$ cat config.mk
export PLATFORM = sky130hd
export DESIGN_NAME = fxp_mac_pipe
export DESIGN_NICKNAME = d
export VERILOG_FILES = /design/src/rtl/fxp_mac_pipe.sv
export SDC_FILE = /design/constraint.sdc
export NUM_CORES = 2
export LEC_CHECK = 0
export CORE_ASPECT_RATIO = 0.7
export CORE_MARGIN = 10
export CORE_UTILIZATION = 45
export DETAILED_ROUTE_END_ITERATION = 10
export DONT_BUFFER_PORTS = 1
export PLACE_DENSITY = 0.66
export SETUP_SLACK_MARGIN = 0.02
export SLEW_MARGIN = 20
export SYNTH_ARGS = -nofsm -noshare
export SYNTH_HDL_FRONTEND = slang
export SYNTH_SLANG_ARGS = --single-unit
$ cat constraint.sdc
create_clock -name clk -period 33.1 [get_ports clk]
set_input_delay 3.31 -clock clk [delete_from_list [all_inputs] [get_ports clk]]
set_output_delay 3.31 -clock clk [all_outputs]
set_load 0.05 [all_outputs]
$ cat src/rtl/fxp_mac_pipe.sv
// Three-stage signed fixed-point MUL/MAC/MSUB/CLEAR unit with a guarded accumulator and
// a rounded, saturated output. Optional out_sat_sticky port: define FXP_MAC_STICKY_SAT_EN.
module fxp_mac_pipe #(
    parameter int unsigned DATA_W  = 32,
    parameter int unsigned FRAC_W  = 16,
    parameter int unsigned GUARD_W = 8
) (
    input  logic              clk,
    input  logic              rst_n,
    input  logic              in_valid,
    output logic              in_ready,
    input  logic [DATA_W-1:0] in_a,
    input  logic [DATA_W-1:0] in_b,
    input  logic [1:0]        in_op,
    output logic              out_valid,
    input  logic              out_ready,
    output logic [DATA_W-1:0] out_data,
    output logic              out_sat
`ifdef FXP_MAC_STICKY_SAT_EN
    ,
    output logic              out_sat_sticky
`endif
);

    localparam int unsigned PROD_W = 2 * DATA_W;
    localparam int unsigned ACC_W  = 2 * DATA_W + GUARD_W;

    localparam logic [ACC_W-1:0] AccMax = {1'b0, {(ACC_W-1){1'b1}}};
    localparam logic [ACC_W-1:0] AccMin = {1'b1, {(ACC_W-1){1'b0}}};
    localparam logic [ACC_W:0]   Half   = (ACC_W+1)'(1) << (FRAC_W - 1);
    localparam logic [ACC_W:0]   PosLim = {{(ACC_W-DATA_W+2){1'b0}}, {(DATA_W-1){1'b1}}};
    localparam logic [ACC_W:0]   NegLim = PosLim + (ACC_W+1)'(1);

    typedef enum logic [1:0] {
        OpMul   = 2'b00,
        OpMac   = 2'b01,
        OpMsub  = 2'b10,
        OpClear = 2'b11
    } op_e;

    logic              stall;

    logic              s1_valid_q;
    logic [DATA_W-1:0] s1_a_q;
    logic [DATA_W-1:0] s1_b_q;
    op_e               s1_op_q;

    logic              s2_valid_q;
    logic [PROD_W-1:0] s2_p_q;
    op_e               s2_op_q;

    logic              out_valid_q;
    logic [DATA_W-1:0] out_data_q;
    logic              out_sat_q;
    logic [ACC_W-1:0]  acc_q;

    logic [PROD_W-1:0] a_ext;
    logic [PROD_W-1:0] b_ext;
    logic [PROD_W-1:0] prod;

    logic [ACC_W:0]    p_ext;
    logic [ACC_W:0]    acc_ext;
    logic [ACC_W:0]    sum;
    logic [ACC_W-1:0]  acc_d;
    logic              acc_clamp;

    logic              acc_neg;
    logic [ACC_W-1:0]  mag;
    logic [ACC_W:0]    rnd;
    logic [ACC_W:0]    r_mag;
    logic [DATA_W-1:0] res_d;
    logic              out_clamp;
    logic              sat_d;

    assign stall     = out_valid_q & ~out_ready;
    assign in_ready  = ~stall;
    assign out_valid = out_valid_q;
    assign out_data  = out_data_q;
    assign out_sat   = out_sat_q;

    // Low PROD_W bits of the sign-extended product equal the signed full product.
    assign a_ext = {{DATA_W{s1_a_q[DATA_W-1]}}, s1_a_q};
    assign b_ext = {{DATA_W{s1_b_q[DATA_W-1]}}, s1_b_q};
    assign prod  = a_ext * b_ext;

    // Accumulator update; one extra bit detects overflow of the ACC_W range.
    always_comb begin
        p_ext     = {{(ACC_W+1-PROD_W){s2_p_q[PROD_W-1]}}, s2_p_q};
        acc_ext   = {acc_q[ACC_W-1], acc_q};
        sum       = '0;
        acc_d     = '0;
        acc_clamp = 1'b0;
        unique case (s2_op_q)
            OpMul:   sum = p_ext;
            OpMac:   sum = acc_ext + p_ext;
            OpMsub:  sum = acc_ext - p_ext;
            OpClear: sum = '0;
            default: sum = '0;
        endcase
        if (sum[ACC_W] != sum[ACC_W-1]) begin
            acc_clamp = 1'b1;
            acc_d     = sum[ACC_W] ? AccMin : AccMax;
        end else begin
            acc_d = sum[ACC_W-1:0];
        end
    end

    // Round half away from zero on the magnitude, then restore sign and clamp.
    always_comb begin
        acc_neg   = acc_d[ACC_W-1];
        mag       = acc_neg ? (~acc_d + ACC_W'(1)) : acc_d;
        rnd       = {1'b0, mag} + Half;
        r_mag     = rnd >> FRAC_W;
        res_d     = '0;
        out_clamp = 1'b0;
        if (acc_neg) begin
            if (r_mag > NegLim) begin
                out_clamp = 1'b1;
                res_d     = {1'b1, {(DATA_W-1){1'b0}}};
            end else begin
                res_d = ~r_mag[DATA_W-1:0] + DATA_W'(1);
            end
        end else begin
            if (r_mag > PosLim) begin
                out_clamp = 1'b1;
                res_d     = {1'b0, {(DATA_W-1){1'b1}}};
            end else begin
                res_d = r_mag[DATA_W-1:0];
            end
        end
        sat_d = out_clamp | acc_clamp;
    end

    // The whole pipe advances together; a stall freezes every stage and acc.
    always_ff @(posedge clk or negedge rst_n) begin
        if (!rst_n) begin
            s1_valid_q  <= 1'b0;
            s1_a_q      <= '0;
            s1_b_q      <= '0;
            s1_op_q     <= OpMul;
            s2_valid_q  <= 1'b0;
            s2_p_q      <= '0;
            s2_op_q     <= OpMul;
            out_valid_q <= 1'b0;
            out_data_q  <= '0;
            out_sat_q   <= 1'b0;
            acc_q       <= '0;
        end else if (!stall) begin
            s1_valid_q <= in_valid;
            if (in_valid) begin
                s1_a_q  <= in_a;
                s1_b_q  <= in_b;
                s1_op_q <= op_e'(in_op);
            end
            s2_valid_q <= s1_valid_q;
            if (s1_valid_q) begin
                s2_p_q  <= prod;
                s2_op_q <= s1_op_q;
            end
            out_valid_q <= s2_valid_q;
            if (s2_valid_q) begin
                acc_q      <= acc_d;
                out_data_q <= res_d;
                out_sat_q  <= sat_d;
            end
        end
    end

`ifdef FXP_MAC_STICKY_SAT_EN
    logic sticky_q;

    always_ff @(posedge clk or negedge rst_n) begin
        if (!rst_n) begin
            sticky_q <= 1'b0;
        end else if (!stall && s2_valid_q) begin
            if (s2_op_q == OpClear) begin
                sticky_q <= 1'b0;
            end else if (sat_d) begin
                sticky_q <= 1'b1;
            end
        end
    end

    assign out_sat_sticky = sticky_q;
`endif

endmodule
== Word level (Yosys, flattened, before mapping) ==
Cells that the tools add are included.

* Register bits after elaboration: 240
* Bits of input ports: 70
* Output and inout bits: 35

* $add $sub $neg: 5
* $mul: 1
* $lt $le $gt $ge: 2
* Equality and inequality tests: 4
* Multiplexer cells: 11
* Bitwise operators: 6
* Reduce and logical (&&, ||, !) cells: 4

{| class="wikitable"
|+ Operators with widths
! operator !! number
|-
| one-hot mux 73 bit (4 select lines) || 1
|-
| 2-to-1 mux 72 bit || 3
|-
| 2-to-1 mux 32 bit || 3
|-
| adder 72 x 16 -> 73 bit, second input constant || 1
|-
| adder 72 x 64 -> 73 bit || 1
|-
| subtractor 72 x 64 -> 73 bit || 1
|-
| adder 72 x 1 -> 72 bit, second input constant || 1
|-
| inverter 72 bit || 1
|-
| multiplier 32 x 32 -> 64 bit || 1
|-
| greater-than comparator 57 x 31 -> 1 bit, second input constant || 1
|-
| greater-than comparator 57 x 32 -> 1 bit, second input constant || 1
|-
| adder 32 x 1 -> 32 bit, second input constant || 1
|-
| inverter 32 bit || 1
|-
| AND reduction 2 bit || 3
|-
| == test 2 bit, second input constant || 2
|-
| 2-to-1 mux 1 bit || 4
|-
| == test 2 x 1 -> 1 bit, second input constant || 1
|-
| logical NOT 2 bit || 1
|-
| inverter 1 bit || 2
|-
| bitwise AND 1 bit || 1
|-
| inequality test 1 bit || 1
|-
| bitwise OR 1 bit || 1
|}

== Logic depth before layout (Yosys ltp) ==
* Word-level depth: 12
* Mapped depth: 51
* Depth with buffers taken out: 43

== Least setup slack after synthesis ==
Ideal clock, no wire load.

* Path kind: register -> register
* Start: register s2_p_q[8]
* End: register out_data_q[5], in the netlist out_data[5]
* Setup time: 122 ps
* Data arrival time: 11060 ps
* Path slack: 21918 ps
* Stages on the path, launching flop included: 48
* Cell sequence: dfrtp_1 clkbuf_1 nor4_1 nor2b_1 and3_1 nor2b_1 nand3_1 nor3_1 nand2_1 nor3_1 and3_1 nor2_1 xnor2_1 ha_1 clkbuf_1 nand4_1 or3_1 or4_1 [12 not listed] ha_1 nand2_1 or4_1 a21oi_1 a21oi_1 nor3_2 nand3_2 or3_1 nor4_2 and2_1 buf_2 mux2_2 nor4_1 nand4_4 nor3_2 buf_6 o21ai_1 a32o_1

* Cells in the longest elaborated chain, start to end: 12
* Elaborated cells between the ends (all ways): 17

{| class="wikitable"
|+ RTL lines
! element !! RTL line !! source
|-
| from (decl) || 49 || <nowiki>logic [PROD_W-1:0] s2_p_q;</nowiki>
|-
| from (signal assigned) || 157 || <nowiki>s2_p_q <= prod;</nowiki>
|-
| subtractor 72 x 64 -> 73 bit / adder 72 x 64 -> 73 bit (equally long branches) || 96, 95 ||
|-
| one-hot mux 73 bit (4 select lines) * || 93 || <nowiki>unique case (s2_op_q)</nowiki>
|-
| 2-to-1 mux 72 bit / inequality test 1 bit (equally long branches) || 102, 100 ||
|-
| 2-to-1 mux 72 bit * || 100 || <nowiki>if (sum[ACC_W] != sum[ACC_W-1]) begin</nowiki>
|-
| inverter 72 bit || 111 || <nowiki>mag = acc_neg ? (~acc_d + ACC_W'(1)) : acc_d;</nowiki>
|-
| adder 72 x 1 -> 72 bit || 111 ||
|-
| 2-to-1 mux 72 bit || 111 ||
|-
| adder 72 x 16 -> 73 bit || 112 || <nowiki>rnd = {1'b0, mag} + Half;</nowiki>
|-
| inverter 32 bit || 121 || <nowiki>res_d = ~r_mag[DATA_W-1:0] + DATA_W'(1);</nowiki>
|-
| adder 32 x 1 -> 32 bit || 121 ||
|-
| 2-to-1 mux 32 bit || 117 || <nowiki>if (r_mag > NegLim) begin</nowiki>
|-
| 2-to-1 mux 32 bit * || 116 || <nowiki>if (acc_neg) begin</nowiki>
|-
| to (signal assigned) || 163 || <nowiki>out_data_q <= res_d;</nowiki>
|-
| to (decl) || 53 || <nowiki>logic [DATA_W-1:0] out_data_q;</nowiki>
|}

Every way passes the cells marked *; elsewhere a longest branch is shown, timed or not.
A chain may end at the register's enable or synchronous reset.

== Worst setup path in the final report ==
* Start: register s2_p_q[8]
* End: register out_data_q[3], in the netlist out_data[3]

Same word-level chain as after synthesis.

==> run metrics <==
status=finished, final reports clean; share of layout cells above drive strength 1=under 10%; top post-synthesis cells by area=fa_1 (37%), dfrtp_1 (10%), inv_1 (7.7%), nand2_1 (6.9%), ha_1 (5.6%); Slew @ Worst Pin=1.14 ns; Crit. End Element=register; count leader, synth=inv_1; Post-route DRC=0; CTS Buffer Depth=3; most used cell along the critical path=nand2_1; WP data arrival=~15 ns; post-DR vias/cell=between 5 and 6; Synth Cell Area=roughly 58,000 um2; Setup WS post-layout=19.15 ns; worst hold path class=register to register; maximum fanout along the worst path=between 40 and 50; Setup Fix Bufs, Post-CTS=0; final worst path period share=a little over two fifths; wire per inst=about 21 um; cts repair resizes=0; Synth cell types=approximately 120; vias in the first global route=about 48,000; Synthesis Warnings=0; root buffer cell=clkbuf_16; FF-to-FF setup slack=between 15 and 20 ns; Die ar.=roughly 140,000 um2; Post-Syn Instances=between 6,000 and 7,000; flops & latches, synth=240; Top FF cell, synth=dfrtp_1; Final Hold Vio Count=0; IO Port Bufs=0; Synth top area share=between 30% and 40%; first-pass iteration count of the detailed router=8; Crit Reg-Reg Startpoint=s2_p_q[8]; P&R area growth vs syn=4.67%; RR Endpoint=out_data[3]; CP required=roughly 34 ns; Core Area=between 100,000 and 150,000 um2; routability cong.=between 0.9 and 1; Seq/Total Area, Yosys=approximately 10%; First DRT Iteration DRCs=3,914; DP Wirelength=around 140,000 um; setup TNS=0 ns; sequential cell area=~6000 um2; post-route ant nets=0; Critical-path top delay cell=and2_1; unrepaired setup endpoints after global routing=false; Syn Area/Cell=between 8 and 9 um2; EDFF count, synth=0; Filler Cell Count=approximately 12,000; footprint of the multi-input gates=between 40,000 and 50,000 um2; TritonCTS Buffers=35; Starting Density=45.3%; worst skew pair latency=0.62 ns; die extent in y=about 320 um; final std cells w/o fill=between 8,000 and 9,000; Post-Place Cells=8,214; die width=about 450 um; Total Wirelength=around 170,000 um; Commonest cells post-synth=inv_1 (1,200), fa_1 (1,083), nand2_1 (1,069); R2R depth=41; f_max=0.0717 GHz; asr flop ratio synth=between 90% and 100%; hold buffers post-CTS=0; vias after detailed routing=between 40,000 and 50,000; first-pass GRT wire length=~270,000 um; I/O pins=105; Nets=a little under 8,000; Std-Cell Rows=110; initial antenna violation count=10; Setup CP Type=register to register; TritonCTS Sinks=240; CP startpoint kind=register; dpl ws=slightly below 20 ns; GR Overflow Total=0; max-slew violations=0; clk_skew=0.0444 ns; TritonCTS clock tree=done; worst hold start=acc_q[8]; Critical Path Source=s2_p_q[8]; H-tree depth=2; Max-slew headroom=23.9%; cell taking the most area after synthesis=fa_1; synthesized net count=slightly above 8,000; post-layout min period=around 14 ns; largest net degree at the start of global routing=roughly 240; Total GRT Usage=roughly a quarter; Clock transition at path regs=0.07 ns; crit path to=out_data[3]; CP max stage delay=0.70 ns; Finish-stage setup viols=0; Max-Cap Viols=0
-- per-stage QoR --
step | util [%] | instance area (um2) | hold slack (ns)
2_1_floorplan | - | 58100 | 0.445
3_3_place_gp | 46.4 | 59600 | 0.472
3_5_place_dp | 46.4 | 59600 | 0.477
4_1_cts | 47.3 | 60800 | 0.491
5_1_grt | 47.4 | 60800 | 0.512
6_report | 47.4 | 60800 | 0.484
-- state kept, by name (all words and copies together), names as in the netlist --
| signal | count |
|---|---|
| s1_a_q | 32 |
| s1_b_q | 32 |
| out_valid | 1 |
| s2_op_q | 2 |
| acc_q | 72 |
| out_sat | 1 |
| s2_p_q | 64 |
| s1_op_q | 2 |
| s2_valid_q | 1 |
| s1_valid_q | 1 |
| out_data | 32 |
-- final cells by class --
| type | count | share of cell area, % |
|---|---|---|
| repair buffers | 100 | 1.27 |
| diodes | 4 | 0.0165 |
| clock inverters | 23 | 0.481 |
| clock buffers | 40 | 1.52 |
| flip-flops and latches | 240 | 9.88 |
| inverters | 1200 | 7.40 |
| well taps | 1736 | 3.57 |
| multi-input cells | 4939 | 75.9 |
-- worst max-delay path: cells and delay by family, from the launching register on --
| family | cells | cell delay, ns |
|---|---|---|
| buffers and inverters | 2 | 0.54 |
| and+or+nand+nor | 27 | 9.70 |
| xor gates and xnor gates | 1 | 0.17 |
| adders and majority gates | 2 | 0.67 |
| AOI/OAI and AO/OA | 7 | 1.71 |
| DFF | 1 | 0.47 |
| muxes | 2 | 0.56 |
-- worst min path at each step --
stage / to / slack, ns / cells past startpoint
5_1_grt: acc_q[16] / 0.51 / 1
6_report: acc_q[8] / 0.48 / 1
4_1_cts: acc_q[8] / 0.49 / 1
3_5_place_dp: acc_q[8] / 0.48 / 1
2_1_floorplan: acc_q[19] / 0.45 / 2
3_3_place_gp: acc_q[11] / 0.47 / 2
-- cells in the final DEF (no fill, tap or decap), types with 20 or more instances in the layout --
master     instances
inv_1           1200
fa_1            1082
nand2_1         1065
and2_1           297
ha_1             260
o21ai_0          236
dfrtp_1          236
nor2_1           235
a21oi_1          224
xnor2_1          179
buf_4             99
a21o_1            92
nand3_1           89
nor3_1            88
mux2_2            85
xor2_1            77
nand4_1           59
a31oi_1           57
nand2b_1          52
or3_1             48
o21a_1            46
a211oi_1          44
and3_1            43
nor4_1            39
clkbuf_16         35
nor2b_1           31
o211ai_1          27
o21bai_1          24
maj3_1            22
a22oi_1           21
or2_2             20
o31ai_1           20
a22o_1            20
-- cells by family after synthesis --
group / share of synthesized area [%]
compound gates: 12.2
buf+inv: 10.4
fa+ha+maj: 43.3
xor+xnor: 3.93
simple gates: 17.9
flops: 10.3
mux: 1.93
-- metal layers --
| layer | vias to the layer above | part of all wire (%) | GRT usage, % | routed length [um] |
|---|---|---|---|---|
| met5 | - | 0.011 | 0 | 19 |
| met4 | 2 | 2.3 | 5.72 | 3980 |
| met3 | 240 | 8.9 | 4.71 | 15400 |
| met2 | 1942 | 44 | 36.0 | 75800 |
| met1 | 23900 | 45 | 34.8 | 77700 |
| li1 | 21000 | - | - | - |
Power is left out: the tool's default activity adds up to more than one toggle a clock period on the data nets, which glitch-free logic cannot reach.
